[src/rtl/mul_1279_shift_add.sv]
// Sequential shift-add multiplier: one partial product per clock, 21-bit exact product
// of two 11-bit residues mod 1279, with valid/ready on both sides and an operand range flag.
module mul_1279_shift_add #(
    parameter int Q = 1279,
    parameter int W = 11
) (
    input  logic             clk,
    input  logic             rst_n,
    input  logic             in_valid,
    output logic             in_ready,
    input  logic [W-1:0]     a,
    input  logic [W-1:0]     b,
    output logic             out_valid,
    input  logic             out_ready,
    output logic [2*W-2:0]   prod,
    output logic             out_err
);

    // Handshake: a transfer happens on a rising edge where valid and ready are both high;
    // the producer holds its payload stable until that edge, ready never depends on valid.

    typedef enum logic [1:0] {
        IDLE = 2'd0,
        RUN  = 2'd1,
        DONE = 2'd2
    } state_t;

    localparam logic [W:0] Q_L     = (W+1)'(Q);
    localparam logic [3:0] CNT_END = 4'(W-1);

    state_t           state_q, state_d;
    logic [2*W-1:0]   acc_q, acc_d;
    logic [W-1:0]     mcand_q, mcand_d;
    logic [W-1:0]     mplier_q, mplier_d;
    logic [3:0]       cnt_q, cnt_d;
    logic             err_q, err_d;

    logic             accept;
    logic [2*W-1:0]   mcand_ext;

    assign mcand_ext = {{W{1'b0}}, mcand_q};

    always_comb begin
        state_d  = state_q;
        acc_d    = acc_q;
        mcand_d  = mcand_q;
        mplier_d = mplier_q;
        cnt_d    = cnt_q;
        err_d    = err_q;
        in_ready = (state_q == IDLE) || ((state_q == DONE) && out_ready);
        accept   = in_valid && in_ready;

        case (state_q)
            RUN: begin
                if (mplier_q[0]) begin
                    acc_d = acc_q + (mcand_ext << cnt_q);
                end
                mplier_d = mplier_q >> 1;
                cnt_d    = cnt_q + 4'd1;
                if (cnt_q == CNT_END) begin
                    state_d = DONE;
                end
            end
            DONE: begin
                if (out_ready && !accept) begin
                    state_d = IDLE;
                end
            end
            default: begin
            end
        endcase

        // A new pair may load from IDLE or overlap the consuming edge of DONE.
        if (accept) begin
            state_d  = RUN;
            acc_d    = '0;
            mcand_d  = a;
            mplier_d = b;
            cnt_d    = '0;
            err_d    = ({1'b0, a} >= Q_L) || ({1'b0, b} >= Q_L);
        end
    end

    always_ff @(posedge clk or negedge rst_n) begin
        if (!rst_n) begin
            state_q  <= IDLE;
            acc_q    <= '0;
            mcand_q  <= '0;
            mplier_q <= '0;
            cnt_q    <= '0;
            err_q    <= 1'b0;
        end else begin
            state_q  <= state_d;
            acc_q    <= acc_d;
            mcand_q  <= mcand_d;
            mplier_q <= mplier_d;
            cnt_q    <= cnt_d;
            err_q    <= err_d;
        end
    end

    // The top accumulator bit is dropped; in-range operands never reach it.
    assign out_valid = (state_q == DONE);
    assign prod      = acc_q[2*W-2:0];
    assign out_err   = err_q;

endmodule

[config.mk]
export PLATFORM = sky130hd
export DESIGN_NAME = mul_1279_shift_add
export DESIGN_NICKNAME = d
export VERILOG_FILES = /design/src/rtl/mul_1279_shift_add.sv
export SDC_FILE = /design/constraint.sdc
export NUM_CORES = 1
export LEC_CHECK = 0
export ABC_AREA = 0
export BUFFER_PORTS_ARGS = -buffer_cell sky130_fd_sc_hd__buf_4
export CORE_MARGIN = 3
export CORE_UTILIZATION = 45
export CTS_BUF_LIST = sky130_fd_sc_hd__clkbuf_16
export DETAILED_ROUTE_END_ITERATION = 16
export PLACE_DENSITY = 0.77
export SYNTH_ARGS = -nofsm -noshare
export SYNTH_HDL_FRONTEND = slang
export SYNTH_SLANG_ARGS = --single-unit
[constraint.sdc]
create_clock -name clk -period 3.03 [get_ports clk]
set_clock_uncertainty 0.05 [all_clocks]
set_input_delay 0.7575 -clock clk [delete_from_list [all_inputs] [get_ports clk]]
set_output_delay 0.7575 -clock clk [all_outputs]
set_load 0.005 [all_outputs]
==> metrics <==
DR iter-0 viols=132; CP endpoint=acc_q[20]; router iterations before antenna repair=7; Main synth FF type=dfrtp_1; logic gate share of total power=70.4%; share of power burned in registers=20.2%; Final nets=560; CTS max path bufs=2; Worst-path clk slew=0.08 ns; Clock Latency Late Sink=0.30 ns; Yosys reg bits=50; CTS buffer count=5; drt wl/cell=15.26 um; crit-path max cell delay=0.43 ns; largest net degree at the start of global routing=53; PwrDens=1340 mW/mm^2; die width=94.77 um; setup violators final=2; die height=94.77 um; H-tree Lvls=2; failing checks=negative setup slack; Synth top area share=35.29%; Filler Cells Inserted=655; Final Cycle Share=101.3%; Top delay family on crit path=compound AO/OA/AOI/OAI gates; mapped cell area=0.003546 sq mm; design area=0.004657 sq mm; Max Cap Violations=0; placed instance area=0.004218 sq mm; worst-path fanout max=7; GRT Util Overall=21.32%; CTS Hold Bufs=0; post-layout min period=3.070 ns; worst r2r dst=acc_q[20]; Sink Count=50; total core area=0.007447 sq mm; area leader, netlist=dfrtp_1; Worst slew margin=51.85%; Most common cell on crit path=mux2i_1; Final Hold Viols=0; FP Rows=31; dpl hpwl=6.849 mm; initial antenna violation count=0; clock share of power=9.5%; first-pass GRT wire length=15.36 mm; sequential element share of the synthesized area=35.29%; WL final=9.323 mm; Placer Congestion=0.9372; final slew viol count=0; CP arrival=3.23 ns; TNS Setup=-0.04130 ns; Slew @ Worst Pin=0.7222 ns; status=finished with violations; Fmax=325.7 MHz; Leakage Power=0.002225 uW; Setup WS post-layout=-0.03998 ns; Pwr Total=6239 uW; antenna diode count=0; CTS root buf=clkbuf_16; Vias=3,444; FF-to-FF path depth=14; Net Sw Power=2881 uW; unrepaired setup endpoints after global routing=true; Via-to-Cell Ratio=5.637; Crit. End Element=flop; most frequent cells in the layout=92 x buf_4, 91 x nand2_1, 49 x dfrtp_1; design internal power=3357 uW; post-synthesis async set-or-reset flop share=100.0%; crit path buf inv count=1; Hold WC Path Type=in -> async; CP Depth=14; CP Class=reg -> reg; Routed Antenna Nets=0; sw frac=46.19%; Post-Syn Nets=484; Worst setup SP type=flop; TritonCTS clock tree=yes; required time worst endpoint=3.19 ns; post-synthesis average cell area=8.151 sq um; vias in the first global route=3,323; area grow syn2layout=31.33%; slowest stage cell, crit path=dfrtp_2; Synth area leaders=dfrtp_1 35%, nand2_1 9.7%, ha_1 7.8%, mux2i_1 4.5%, nor2_1 3.7%; cells after synthesis=435; reg-to-reg slack, setup=-0.04 ns; port bufs=49; area of the die=0.008981 sq mm; most common cell after layout, fill and taps aside=buf_4; Critical Path, Cell by Cell=buf_8 -> mux2i_2 -> mux2i_1 -> nand2_1 -> nand2_1 -> a22o_1 -> ha_1 -> a211o_1 -> a31oi_2 -> o21ai_1 -> o21ai_4 -> a21oi_2 -> mux2i_1 -> mux2i_1; Post-synth EDFFs=0; gr ovfl total=0; Ys Warns=0; drt drc=0; Unique masters post-synth=51; io pins=50; Critical Path Start=cnt_q[0]; starting density of the core=47.61%; Worst VDD drop=0.4785 mV; worst r2r src=cnt_q[0]; layout cells sized above 1=29.69%
[synthesized netlist by cell type, types with 9 or more instances]
master    number
a21o_1        11
a21oi_1       19
a31oi_1       12
clkbuf_1      19
dfrtp_1       50
ha_1          22
inv_1          9
mux2i_1       16
nand2_1       92
nand3_1       26
nor2_1        35
o21ai_0       21
o21ai_1       15
xnor2_1       11
xor2_1         9
[power groups by stage]
stage | Combinational, uW | Sequential, uW | Clock (uW)
after floorplan | 2610 | 1170 | 0
after global placement | 3670 | 1220 | 0
after detailed placement | 3790 | 1240 | 0
after CTS | 4050 | 1240 | 608
after global routing | 4820 | 1300 | 637
final | 4390 | 1260 | 591
[state kept, by name (all words and copies together) (netlist names)]
signal and count:
acc_q 21, cnt_q 4, mplier_q 11, out_err 1, state_q 2, mcand_q 11
[final cells by class]
class	count	area, sq um	area share, %
clock buffers	5	125.1	2.687
clock inverters	3	28.78	0.6179
inverters	10	37.54	0.8060
multi-input cells	351	2384	51.18
flip-flops and latches	50	1252	26.89
well taps	99	123.9	2.660
repair buffers	93	705.7	15.15
[through the flow]
| stage | worst slack [ns] | instances | util (%) | hold WS (ns) |
|---|---|---|---|---|
| detailed placement | -0.1968 | 596 | 56.64 | 0.4321 |
| floorplan | -0.02752 | 435 | - | 0.4082 |
| global placement | -0.07248 | 596 | 56.64 | 0.4220 |
| global route | -0.1856 | 611 | 62.53 | 0.4758 |
| finish | -0.03998 | 611 | 62.53 | 0.4300 |
| CTS | -0.01505 | 607 | 60.53 | 0.4510 |
[cell families after synthesis]
logic type,Yosys count,synth area share (%)
and+or+nand+nor,180,21.84
muxes,20,5.787
xor gates and xnor gates,20,4.940
AOI/OAI and AO/OA,108,19.90
DFF,50,35.29
adders and majority gates,23,8.327
buffers and inverters,34,3.916
[metal layers]
layer,track usage (%),vias up,part of all wire [%]
met1,26.49,1636,42
met5,0,-,0
met4,7.933,0,3.0
met3,3.586,20,5.3
met2,36.93,110,50
li1,-,1678,-
[how the worst min path moves through the flow]
stage                 from     endpoint  slack, ns
2_1_floorplan        rst_n     acc_q[0]       0.41
3_3_place_gp   mplier_q[0]  mplier_q[0]       0.42
3_5_place_dp   mplier_q[0]  mplier_q[0]       0.43
4_1_cts              rst_n     acc_q[6]       0.45
5_1_grt        mplier_q[0]  mplier_q[0]       0.48
6_report             rst_n     acc_q[6]       0.43
[repair_timing]
| item | 4_1_cts | 5_1_grt |
|---|---|---|
| endpoints found under the setup margin | 9 | 11 |
| gates cloned | 0 | 0 |
| resized for setup | 24 | 28 |
| pin swaps | 9 | 7 |
| buffers inserted | 4 | 4 |
No activity file was read; power rests on OpenSTA's default activity.
